## config.mk

```make
export PLATFORM = sky130hd
export DESIGN_NAME = div32_seq
export DESIGN_NICKNAME = d
export VERILOG_FILES = /design/src/rtl/div32_seq.sv
export SDC_FILE = /design/constraint.sdc
export NUM_CORES = 1
export LEC_CHECK = 0
export ABC_AREA = 1
export BUFFER_PORTS_ARGS = -buffer_cell sky130_fd_sc_hd__buf_2
export CAP_MARGIN = 20
export CORE_UTILIZATION = 50
export DETAILED_ROUTE_END_ITERATION = 10
export PLACE_DENSITY_LB_ADDON = 0.08
export SYNTH_ARGS = -nofsm -noshare
export SYNTH_HDL_FRONTEND = slang
export SYNTH_SLANG_ARGS = --single-unit
```

## constraint.sdc

```tcl
create_clock -name clk -period 3.5 [get_ports clk]
set_input_delay 0.525 -clock clk [delete_from_list [all_inputs] [get_ports clk]]
set_output_delay 0.525 -clock clk [all_outputs]
set_load 0.005 [all_outputs]
```

## src/rtl/div32_seq.sv

```systemverilog
// Sequential unsigned restoring divider: one quotient bit per clock with a start/done handshake.
// Results are registered and held until the next done pulse.
module div32_seq #(
  parameter int unsigned WIDTH = 32
) (
  input  logic             clk,
  input  logic             reset,
  input  logic             start,
  input  logic [WIDTH-1:0] a,
  input  logic [WIDTH-1:0] b,
  output logic [WIDTH-1:0] quotient,
  output logic [WIDTH-1:0] remainder,
  output logic             busy,
  output logic             done,
  output logic             div_by_zero
);

  localparam int unsigned CW = $clog2(WIDTH) + 1;
  localparam logic [CW-1:0] LastCount = CW'(WIDTH - 1);

  localparam logic [1:0] StIdle = 2'd0;
  localparam logic [1:0] StCalc = 2'd1;
  localparam logic [1:0] StFin  = 2'd2;
  localparam logic [1:0] StDz   = 2'd3;

  logic [1:0]       state_q, state_d;
  logic [WIDTH-1:0] rem_q, rem_d;
  logic [WIDTH-1:0] dvd_q, dvd_d;
  logic [WIDTH-1:0] dvs_q, dvs_d;
  logic [CW-1:0]    count_q, count_d;
  logic [WIDTH-1:0] quot_q, quot_d;
  logic [WIDTH-1:0] rmdr_q, rmdr_d;
  logic             done_q, done_d;
  logic             dz_q, dz_d;

  logic [WIDTH:0]   rem_shift;
  logic [WIDTH:0]   trial;

  always_comb begin
    state_d   = state_q;
    rem_d     = rem_q;
    dvd_d     = dvd_q;
    dvs_d     = dvs_q;
    count_d   = count_q;
    quot_d    = quot_q;
    rmdr_d    = rmdr_q;
    dz_d      = dz_q;
    done_d    = 1'b0;
    rem_shift = {rem_q, dvd_q[WIDTH-1]};
    // rem < divisor, so the shifted value is < 2*divisor and the sign lands in trial[WIDTH].
    trial     = rem_shift - {1'b0, dvs_q};

    case (state_q)
      StIdle: begin
        if (start) begin
          dvd_d   = a;
          dvs_d   = b;
          rem_d   = '0;
          count_d = '0;
          state_d = (b == '0) ? StDz : StCalc;
        end
      end
      StCalc: begin
        if (!trial[WIDTH]) begin
          rem_d = trial[WIDTH-1:0];
          dvd_d = {dvd_q[WIDTH-2:0], 1'b1};
        end else begin
          rem_d = rem_shift[WIDTH-1:0];
          dvd_d = {dvd_q[WIDTH-2:0], 1'b0};
        end
        count_d = count_q + CW'(1);
        if (count_q == LastCount) begin
          state_d = StFin;
        end
      end
      StFin: begin
        quot_d  = dvd_q;
        rmdr_d  = rem_q;
        dz_d    = 1'b0;
        done_d  = 1'b1;
        state_d = StIdle;
      end
      StDz: begin
        // Dividend was parked in the shift register; report it as the remainder.
        quot_d  = '1;
        rmdr_d  = dvd_q;
        dz_d    = 1'b1;
        done_d  = 1'b1;
        state_d = StIdle;
      end
      default: begin
        state_d = StIdle;
      end
    endcase
  end

  always_ff @(posedge clk) begin
    if (reset) begin
      state_q <= StIdle;
      rem_q   <= '0;
      dvd_q   <= '0;
      dvs_q   <= '0;
      count_q <= '0;
      quot_q  <= '0;
      rmdr_q  <= '0;
      done_q  <= 1'b0;
      dz_q    <= 1'b0;
    end else begin
      state_q <= state_d;
      rem_q   <= rem_d;
      dvd_q   <= dvd_d;
      dvs_q   <= dvs_d;
      count_q <= count_d;
      quot_q  <= quot_d;
      rmdr_q  <= rmdr_d;
      done_q  <= done_d;
      dz_q    <= dz_d;
    end
  end

  assign quotient    = quot_q;
  assign remainder   = rmdr_q;
  assign busy        = (state_q == StCalc);
  assign done        = done_q;
  assign div_by_zero = dz_q;

endmodule
```

==> metrics list, run 1 <==
* Total global routing track utilization: 27.3%
- Final total negative setup slack: 0 ps
- Leakage Power: 5.39 nW
- Number of DRC markers after the initial detailed-route iteration: 704
* Skew-Pair Late Insertion Delay: 440 ps
- Core outline area: 18800 um^2
- At the worst endpoint, the required time is 3870 ps.
- The synthesized netlist devotes 4.49% of its cell area to adder and majority cells.
- Final setup vio count: 0
- Clock skew after layout: 9.98 ps
- The number of gates resized after CTS was 0.
* Worst reg2reg path startpoint: dvd_q[31]
* Number of antenna repair diodes: 0
* Number of global-route vias before repair: 8464
* Filler Cell Count: 1897
- Synthesis warning total: 0
- The run finished with clean final reports.
- Root buffer cell: sky130_fd_sc_hd__clkbuf_16
- IR analysis of the VDD net gives a maximum drop of 396 uV.
- After detailed routing, the average wire length per cell comes to 14.4 um.
* Reported max-cap violation count: 0
- Dominant combinational cell family by area after synthesis: simple AND/OR/NAND/NOR gates
- Post-synthesis sequential element count: 170
- Area share of the largest cell type after synthesis: 35.3%
- The count of final max-slew check failures was 0.
- The worst register-to-register path ends at rem_q[29].
- Predominant post-synthesis flop cell: sky130_fd_sc_hd__dfxtp_1
* Number of top-level pins: 134
- In the global route stage, met2 resource usage came out at 45.5%.
- At the pin with the least slew margin, the transition time is 900 ps.
- For this block, the via count after detailed routing is 9405.
- Initial Util: 51.2%
* Number of iterations in the first detailed-routing pass: 7
- STA classifies the critical path startpoint as a flip-flop.
- Share of flip-flops with an asynchronous set or reset after synthesis: 0%
- Routability-driven placement finished with a final weighted congestion of 0.942.
- For this design the ratio of total power to cell area is 571 nW/um^2.
* Depth of the worst register-to-register path: 17
- The smallest clock period supported by the final layout is computed as 2780 ps.
- Setup repair after global routing missed its margin: no
* Area delta synth->final: 14.7%
- Netlist Area Pre-Place: 9650 um^2
- Worst EP arrival: 3150 ps
- After synthesis, the mean cell area works out to 6.51 um^2.
- After the last flow step, the layout net total stands at 1672.
* Final period utilization: 79.3%
* Post-route DRC violation count: 0
- The critical path is of the reg -> reg type.
- Register-to-register setup slack: 720 ps
- GR Util met3: 3.29%
- Top cells by area in the synthesized netlist: sky130_fd_sc_hd__dfxtp_1 35%, sky130_fd_sc_hd__nand2_1 19%, sky130_fd_sc_hd__inv_1 8.7%
- After detailed routing, the number of vias per cell comes to 5.10.
* Die ar.: 19900 um^2
- In this run the worst path has a maximum fanout of 33.
- Flip-flop and latch area: 3410 um^2
* Post-synthesis sequential area ratio: 35.3%
- Pin count of the biggest net entering global routing: 103
- Summing the areas of all xor and xnor instances in the mapped netlist gives 1.36% of the synthesized area.
- Post-layout power: 6.32 mW
- From bottom edge to top edge, the die measures 141 um.
- Clk pin slew, worst setup/hold paths: 80 ps
- Summing the areas of all compound-gate instances in the mapped netlist gives 17.5% of the synthesized area.
- After layout, the worst setup slack is 725 ps.
* Number of flops mapped to enable cells by yosys: 0
- The synthesized netlist devotes 29.2% of its cell area to simple gates.
- Timing would allow up to 360 MHz.
- Counting every net in the synthesized netlist gives 1583.
* Worst hold path endpoint: dvd_q[28]
- CTS built an H-tree with a depth of 4.
* Wirelength, routed: 26.6 mm
- Share of final-layout standard cells stronger than drive strength 1: 14.8%
- STA classifies the critical path endpoint as a flip-flop.
- The number of clock buffers added by TritonCTS is 17.
* Area of the multi-input gates: 5090 um^2
* Number of antenna violations at the first check in global routing: 0
* Detailed placer's ending HPWL: 18.9 mm
- Once the clock tree was built, the setup fixing pass inserted 0 buffers.
* Worst-case clock buffer depth: 2
- Number of buffers inserted for hold repair after clock tree synthesis: 0
- Once detail routing completed, the nets flagged for antenna violations numbered 0.
- Counting instances, the worst hold path has a depth of 3.
- Final-report hold violation count: 0
- Measured along the x axis, the die boundary spans 141 um.
- The biggest area contributor in the post-synthesis netlist is sky130_fd_sc_hd__dfxtp_1.
- Layer with the highest usage: met2
* Clock tree from TritonCTS: yes
- In this run the worst hold path is classified as in -> reg.
- Worst slew margin relative to its limit: 39.9%
* Worst setup slack before clock tree synthesis: 739 ps
- Synthesized instance count: 1482
- Overflow after GRT: 0
* Hold path startpoint: a[28]
* Mux share of post-synthesis cell area: 0%
- The critical path starts at dvd_q[31].
- Counting every sink on the clock net gives 170.
* First-pass GRT wire length: 42.6 mm
* Number of core rows: 50
- In this run, distinct cell masters in the synthesized netlist total 39.
- Input and output buffers added on the ports amount to 133.
- Global routing consumed, on the met1 layer, 36.5% of the routing resources.
flip-flops by register name, indices dropped and copies added, names as in the netlist:
name and cells:
count_q 6, quotient 32, dvd_q 32, div_by_zero 1, remainder 32, rem_q 32
done 1, state_q 2, dvs_q 32
critical path, stage by stage, from the launching register on:
cell and delay, ps:
sky130_fd_sc_hd__dfxtp_1 330, sky130_fd_sc_hd__inv_1 100, sky130_fd_sc_hd__ha_1 150, sky130_fd_sc_hd__inv_1 70, sky130_fd_sc_hd__fa_1 400, sky130_fd_sc_hd__nand2_1 80
sky130_fd_sc_hd__nand2_1 90, sky130_fd_sc_hd__nand3_2 100, sky130_fd_sc_hd__nand2_4 70, sky130_fd_sc_hd__nand2_2 60, sky130_fd_sc_hd__nand2_2 70, sky130_fd_sc_hd__nand2_2 80
sky130_fd_sc_hd__nand3_1 80, sky130_fd_sc_hd__nand2_2 510, sky130_fd_sc_hd__nand2_1 220, sky130_fd_sc_hd__nand2_1 120, sky130_fd_sc_hd__nand2_1 60, sky130_fd_sc_hd__a21oi_1 110
layout by cell type, fill, tap and decap left out, drive strengths merged, types with 2 or more instances in the layout:
cell    Yosys  final
nand3      65     65
nand2     517    517
dfxtp     170    170
a31oi      31     31
nand4       9      9
xnor2       2      2
inv       227    232
o21ai      69     69
nor2       53     53
nand3b      3      3
nor3       14     14
clkbuf     55     17
clkinv      0     10
and2        3      3
xor2       13     13
nor4        8      8
o211ai     55     55
ha         33     33
o31ai       2      2
buf        19    144
a21oi     124    124
o21bai      2      2
metal layers:
layer / part of all wire, % / routed length (um)
met5: 0 / 0
met4: 1.9 / 509
met3: 4.1 / 1090
met2: 48 / 12700
met1: 46 / 12400
layout make-up:
class / instances / share of cell area [%]
timing repair buffer: 144 / 7.08
clock inverter: 15 / 1.61
multi-input combinational: 1011 / 46.0
inverter: 227 / 7.70
sequential: 170 / 30.8
clock buffer: 17 / 3.85
tap: 260 / 2.94
cell families (layout without fill, tap and decap cells):
logic type / after synthesis / in the layout
and+or+nand+nor: 674 / 674
buffers and inverters: 301 / 403
AOI/OAI and AO/OA: 288 / 288
DFF: 170 / 170
adders and majority gates: 34 / 34
xor gates and xnor gates: 15 / 15
worst max-delay path by stage:
stage | endpoint | slack [ps] | cells after the start
CTS | rem_q[29] | 730 | 18
finish | rem_q[29] | 720 | 17
global route | rem_q[25] | 460 | 17
detailed placement | rem_q[29] | 740 | 18
global placement | rem_q[25] | 810 | 18
floorplan | rem_q[22] | 1310 | 19
power breakdown:
part,switching [mW],total (mW),leakage (nW),internal [mW]
Clock,0.940,1.90,0.293,0.961
Sequential,0.108,2.18,1.39,2.08
Combinational,1.52,2.23,3.71,0.712
Total,2.57,6.32,5.39,3.75
Yosys cell counts (all sizes together), types with 2 or more instances:
cell,instances
nor2,53
nor3,14
ha,33
xnor2,2
xor2,13
buf,19
o21bai,2
inv,227
a31oi,31
clkbuf,55
o31ai,2
and2,3
nand3,65
o211ai,55
nand2,517
nor4,8
o21ai,69
dfxtp,170
a21oi,124
nand3b,3
nand4,9
stage by stage:
stage	hold slack [ps]	utilization [%]	instance area (um^2)	std cells
6_report	330	58.8	11100	1844
4_1_cts	325	58.6	11000	1843
3_3_place_gp	447	55.4	10400	1811
5_1_grt	346	58.8	11100	1844
2_1_floorplan	433	-	9650	1482
3_5_place_dp	453	55.4	10400	1811
Power figures use the tool's default switching activity.
==> run 2, diff against run 1 <==
- ABC_AREA: 1 -> 0
- clock period: 3.5 -> 2.6 ns (I/O delays scaled with it)
==> run 2 against run 1 <==
Against the previous run: the flow now finishes with violations (negative setup slack); clock power increased by 41%; sequential share of layout area rose by 1.8 points; fmax is 5.8% lower; synthesized area shrank 14%; core utilization is 6.4 points higher; register-to-register slack worse by 1100 ps; via count fell by 19%; clock skew is 0.85 ps lower; combinational power grew to 3.2 times the previous value; worst setup slack got worse by 1100 ps; final cell count decreased by 24%; critical endpoint is now rem_q[6].
==> metrics list, run 2 <==
- The flow ran to the end, but the final reports show violations.
- Violated checks: negative setup slack
* Setup repair after global routing missed its margin: yes
* Transition time at the pin with the least slew margin: 849 ps
- Sequential elements use 41.0% of the synthesized area.
* Final Instance Area: 10500 um^2
- Worst-case clock buffer depth: 2
- Clock-pin slew was measured on the worst setup and hold paths at 70 ps.
- In the final design database the tool counted 1280 nets.
* Post-synthesis sequential element count: 170
- Vertical extent of the die: 131 um
* Path type of the worst setup path: reg -> reg
- Top cells by area in the synthesized netlist: sky130_fd_sc_hd__dfxtp_1 41%, sky130_fd_sc_hd__mux2i_1 6.9%, sky130_fd_sc_hd__nand2_1 6.6%
- Detailed placement ended at an HPWL of 16.1 mm.
* PD cells: 1220 nW/um^2
- Setup violations remaining at the end of the flow were counted as 33.
- Synthesis warning total: 0
- Number of antenna violations at the first check in global routing: 1
- Count of vias placed by the detailed router: 7656
- Placed instance area: 9670 um^2
- Mean instance size in the synthesized netlist: 8.33 um^2
- DR WL/cell: 16.1 um
- Row generation in the floorplan step produced 46 rows.
* H-tree level count: 4
- Buffers placed on the I/O ports in this run total 133.
- Final period utilization: 113%
* Final antenna-violating net count: 0
- The area growth from synthesis to layout is 26.0%.
- Post-route insts no fill: 1408
- Summed over all instances, the cell type with the most area after synthesis is sky130_fd_sc_hd__dfxtp_1.
- Final period demand of the worst path: 2940 ps
- Worst EP arrival: 3260 ps
* Synthesized instance count: 997
* Placed cell count: 1367
* Root buffer cell: sky130_fd_sc_hd__clkbuf_16
- Reported max-cap violation count: 0
* Share of flip-flops with an asynchronous set or reset after synthesis: 0%
* Predominant post-synthesis flop cell: sky130_fd_sc_hd__dfxtp_1
- Along the worst path, the maximum fanout reaches 5.
- Number of buffers inserted for hold repair after clock tree synthesis: 0
- For this run, the share of the core covered by cells in the final layout is 65.2%.
- Count of final max-slew check failures: 0
* Clock skew after layout: 9.13 ps
- Max rail drop VDD: 650 uV
- For this block, the routed nets add up to 22.7 mm of wire.
- When the netlist entered floorplanning its net count stood at 1098.
- Vias per Instance: 5.44
* Netlist Area Pre-Place: 8310 um^2
* Core outline area: 16100 um^2
* Final WS setup: -345 ps
* Skew-Pair Late Insertion Delay: 430 ps
- TritonCTS built the clock tree.
- Die outline width: 131 um
* Top library cells by usage in the layout, fill and taps aside: 166 x sky130_fd_sc_hd__dfxtp_1, 145 x sky130_fd_sc_hd__nand2_1, 132 x sky130_fd_sc_hd__buf_2
* Most frequent standard cell in the layout excluding fill and tap cells: sky130_fd_sc_hd__dfxtp_1
- CP startpoint kind: flip-flop
- Worst Hold Class: in -> reg
- Total global routing track utilization: 26.8%
- Top cell types by occurrence after synthesis: 170 x sky130_fd_sc_hd__dfxtp_1, 146 x sky130_fd_sc_hd__nand2_1, 101 x sky130_fd_sc_hd__a21oi_1
* Crit end category: flip-flop
- Leakage Power: 4.42 nW
- The most common cell in the synthesized netlist is sky130_fd_sc_hd__dfxtp_1.
- Pin count of the biggest net entering global routing: 87
* Post-layout power: 12.8 mW
- Area share of the largest cell type after synthesis: 41.0%
* Number of top-level pins: 134
- Share of final-layout standard cells stronger than drive strength 1: 24.4%
- First-pass GRT wire length: 35.3 mm
* Max Clk Rate: 340 MHz
- Worst slew margin relative to its limit: 43.2%
* Number of antenna repair diodes: 0
- After detailed routing, the number of remaining DRC violations is 0.
- Number of global-route vias before repair: 6810
- CTS Buf Count: 17
- The initial utilization of the core area, before any placement, comes to 51.7%.
* Sinks on the clock net: 170
* Data required time at the worst endpoint: 2920 ps
* Number of iterations in the first detailed-routing pass: 4
- Post-synthesis cell type count: 51
* Number of flops mapped to enable cells by yosys: 0
- The die covers 17100 um^2.
- At the end of routability-driven placement, the weighted congestion stood at 0.903.
- The total count of hold-check failures in the final report was 0.
- Number of DRC markers after the initial detailed-route iteration: 501
- Overflow after GRT: 0
## run 2: repair_timing
item                       in CTS  in global routing
buffers inserted                3                  5
cloned                          1                  1
pin swaps                       2                  8
setup endpoints to repair      33                 34
gates resized for setup         3                 14
## run 2: cells by family (layout without fill, tap and decap cells)
kind of cell,count (synthesis),after routing,share of synthesized area [%]
flip-flops,170,170,41.0
AND/OR/NAND/NOR,295,295,14.9
AO/OA/AOI/OAI,301,301,23.3
buffers and inverters,110,305,5.29
XOR/XNOR,30,30,3.39
multiplexers,57,57,6.87
adder cells (fa/ha/maj),34,34,5.21
## run 2: report_power, final
| part | leakage (nW) | internal [mW] | switching, mW | total, mW |
|---|---|---|---|---|
| logic | 2.73 | 3.56 | 3.49 | 7.05 |
| registers | 1.38 | 2.82 | 0.238 | 3.06 |
| clock network | 0.307 | 1.48 | 1.21 | 2.68 |
## run 2: routing by layer
metal / wire, um / GRT usage, %
met1: 11200 / 38.6
met2: 9950 / 40.3
met3: 1350 / 6.56
met4: 171 / 5.88
met5: 0 / 0
## run 2: final cells by class
class                      instances  area, um^2
clock inverter                    15         204
clock buffer                      17         425
sequential                       170        3410
multi-input combinational        717        4550
inverter                          43         165
tap                              216         270
timing repair buffer             230        1440
fill                            1425        5590
## run 2: worst paths after layout
check	cells past startpoint	slack, ps	startpoint	end
setup reg to reg	16	-340	dvd_q[31]	rem_q[6]
setup / recovery	16	-340	dvd_q[31]	rem_q[6]
hold reg to reg	2	450	dvs_q[25]	dvs_q[25]
hold / removal	3	200	b[23]	dvs_q[23]
## run 2: through the flow
step / TNS, ps / worst slack, ps / hold slack [ps]
2_1_floorplan: -6610 / -233 / 436
3_3_place_gp: -7720 / -280 / 441
3_5_place_dp: -10010 / -345 / 448
4_1_cts: -9830 / -360 / 190
5_1_grt: -13870 / -496 / 195
6_report: -8800 / -345 / 202
## run 2: critical path: stages (launching register included)
cell                        delay [ps]
sky130_fd_sc_hd__dfxtp_2           330
sky130_fd_sc_hd__inv_2              60
sky130_fd_sc_hd__ha_4              130
sky130_fd_sc_hd__inv_2              30
sky130_fd_sc_hd__fa_2              350
sky130_fd_sc_hd__a21o_1            190
sky130_fd_sc_hd__a21oi_2           130
sky130_fd_sc_hd__o21bai_2           80
sky130_fd_sc_hd__a21oi_2           210
sky130_fd_sc_hd__o311ai_4          110
sky130_fd_sc_hd__o22a_4            220
sky130_fd_sc_hd__a31o_4            250
sky130_fd_sc_hd__xor2_4            170
sky130_fd_sc_hd__buf_6             160
sky130_fd_sc_hd__clkbuf_16         150
sky130_fd_sc_hd__mux2i_1           180
sky130_fd_sc_hd__o21ai_1            80
==> run 3, diff against run 2 <==
- RECOVER_POWER: not set -> 50
==> run 3 against run 2 <==
Against the previous run: register-to-register slack barely moved; critical endpoint unchanged; combinational power barely moved; the run ends with max-capacitance violations, max-slew violations, negative setup slack left; critical path type unchanged; via count barely moved.
==> metrics list, run 3 (synthesis gave the netlist of run 2 again) <==
- Global routing used 26.8% of the available tracks.
- Counting both buffers and inverters, the worst setup path holds a total of 4.
* PD cells: 1230 nW/um^2
* Count of final max-slew check failures: 87
* Clk pin slew, worst setup/hold paths: 70 ps
* Critical Path Slowest Stage Cell: sky130_fd_sc_hd__fa_2
- Clock tree from TritonCTS: yes
* Number of iterations in the first detailed-routing pass: 5
* Share of final-layout standard cells stronger than drive strength 1: 20.1%
- Sinks on the clock net: 170
- The clock passes through at most 2 buffers.
- Headroom to the max-slew limit came out at -7.42%.
- Number of buffers inserted for hold repair after clock tree synthesis: 0
- The H-tree was split into 4 levels.
- In this run the static leakage power is 4.20 nW.
* Number of antenna repair diodes: 0
- Prior to clock tree synthesis, the placed netlist has a worst setup slack of -345 ps.
- Total number of nets in the final design: 1280
- Transition time at the pin with the least slew margin: 1610 ps
* Final WS setup: -347 ps
- In this run, the number of DRC markers left after iteration 0 of detailed routing was 448.
* Count of vias placed by the detailed router: 7663
- The count of buffers added on input and output ports is 133.
- Violated checks: max-capacitance violations, max-slew violations, negative setup slack
* Run status: finished, violations left
- Number of antenna violations at the first check in global routing: 1
- Setup repair after global routing missed its margin: yes
* Detailed placer's ending HPWL: 16.1 mm
- The total count of hold-check failures in the final report came to 0.
* Internal power: 7.86 mW
- 134 I/O pins were placed.
- Summing all placed instances gives a cell area of 9670 um^2.
* Max Clk Rate: 339 MHz
- Register-to-register setup slack: -350 ps
- Final Instance Area: 10400 um^2
- The tightest hold path in the finished design has a slack of 201 ps.
* Final total negative setup slack: -9090 ps
* Number of core rows: 46
- Clock network fraction of total power: 21.0%
- Per report_power, the combinational group accounts for 55.1% of the total.
- Entering global routing, the biggest net connects 87 pins.
- Data arrives at the worst endpoint at 3260 ps.
* Die ar.: 17100 um^2
- Once detail routing completed, the nets flagged for antenna violations numbered 0.
- Vertical extent of the die: 131 um
* Max rail drop VDD: 656 uV
- Max FO, Critical Path: 5
- At the later pin of the worst-skew pair, clock insertion delay measures 430 ps.
* First-pass GRT wire length: 35.3 mm
- CTS Buf Count: 17
- Root buffer cell: sky130_fd_sc_hd__clkbuf_16
- STA classifies the critical path startpoint as a flip-flop.
* Clock skew after layout: 8.20 ps
- After layout, the minimum clock period comes to 2950 ps.
- Post-route DRC violation count: 0
- Global routing finished with a remaining overflow of 0.
- Final GP Congestion: 0.903
- Number of global-route vias before repair: 6810
- DR WL/cell: 16.1 um
- Final period utilization: 113%
- Path type of the worst setup path: reg -> reg
- Delay-heaviest family, CP: compound AO/OA/AOI/OAI gates
- Reported max-cap violation count: 1
* Worst Setup SP: dvd_q[31]
- Worst Hold Class: in -> reg
* Sw Ratio: 38.6%
- Power comes to 12.8 mW.
- The count of cells in the finished layout, fillers not included, comes to 1408.
- Proportion of power drawn by flip-flops and latches: 23.9%
* Wirelength, routed: 22.7 mm
* Area delta synth->final: 25.1%
- Worst reg2reg path startpoint: dvd_q[31]
- The worst hold path begins at b[23].
- Most frequent standard cell in the layout excluding fill and tap cells: sky130_fd_sc_hd__dfxtp_1
- The worst setup path is captured at a flip-flop.
- Setup violations remaining at the end of the flow were counted as 39.
- The region available for standard cell placement spans 16100 um^2.
- CP Cell Sequence: inv_2 > ha_4 > inv_2 > fa_2 > a21o_1 > a21oi_2 > o21bai_2 > a21oi_2 > o311ai_4 > o22a_4 > a31o_4 > xor2_4 > buf_6 > clkbuf_16 > mux2i_1 > o21ai_1
- Data required time at the worst endpoint: 2920 ps
- Die outline width: 131 um
- Counting tap cells, the placed design contains a total of 1367 instances.
- Initial Util: 51.7%
* Max incr delay on CP: 350 ps
- Net switching power: 4.95 mW
- Vias per Instance: 5.44
- Cells fill 64.7% of the core in the end.
* Top library cells by usage in the layout, fill and taps aside: 168 x sky130_fd_sc_hd__dfxtp_1, 145 x sky130_fd_sc_hd__nand2_1, 100 x sky130_fd_sc_hd__a21oi_1
-- run 3: cell count changes in the layout (fill, tap and decap cells not counted), sizes merged --
cell,before,now
clkbuf,18,69
buf,229,178
-- run 3: metal layers --
metal / vias to the layer above / track usage (%) / wire, um
met5: - / 0 / 0
met4: 0 / 5.88 / 185
met3: 17 / 6.56 / 1410
met2: 219 / 40.3 / 9840
met1: 3521 / 38.6 / 11200
li1: 3906 / - / -
-- run 3: what timing repair did --
action,4_1_cts,5_1_grt
buffers inserted,3,5
setup endpoints to repair,33,34
hold endpoints to repair,0,0
pin swaps,2,8
gates cloned,1,1
gates resized for setup,3,14
-- run 3: worst min-delay path, stage by stage --
cell and delay [ps]:
sky130_fd_sc_hd__buf_2 100, sky130_fd_sc_hd__nand2_1 50, sky130_fd_sc_hd__a21oi_1 50
-- run 3: power by group through the flow --
| stage | combinational, mW | clock, mW | sequential [mW] |
|---|---|---|---|
| final | 7.06 | 2.68 | 3.06 |
| after detailed placement | 6.23 | 0 | 3.11 |
| after floorplan | 4.41 | 0 | 3.04 |
| after global routing | 7.63 | 2.84 | 3.08 |
| after global placement | 6.15 | 0 | 3.10 |
| after CTS | 6.69 | 2.72 | 3.05 |
-- run 3: worst paths after layout --
kind         cells after the start         to
max reg2reg                     16   rem_q[6]
max                             16   rem_q[6]
min                              3  dvs_q[23]
min reg2reg                      2  dvs_q[25]
-- run 3: layout make-up --
cell class	instances	area (um^2)
fill	1457	5670
multi-input combinational	717	4550
sequential	170	3410
timing repair buffer	230	1370
clock buffer	17	425
tap	216	270
clock inverter	15	204
inverter	43	163
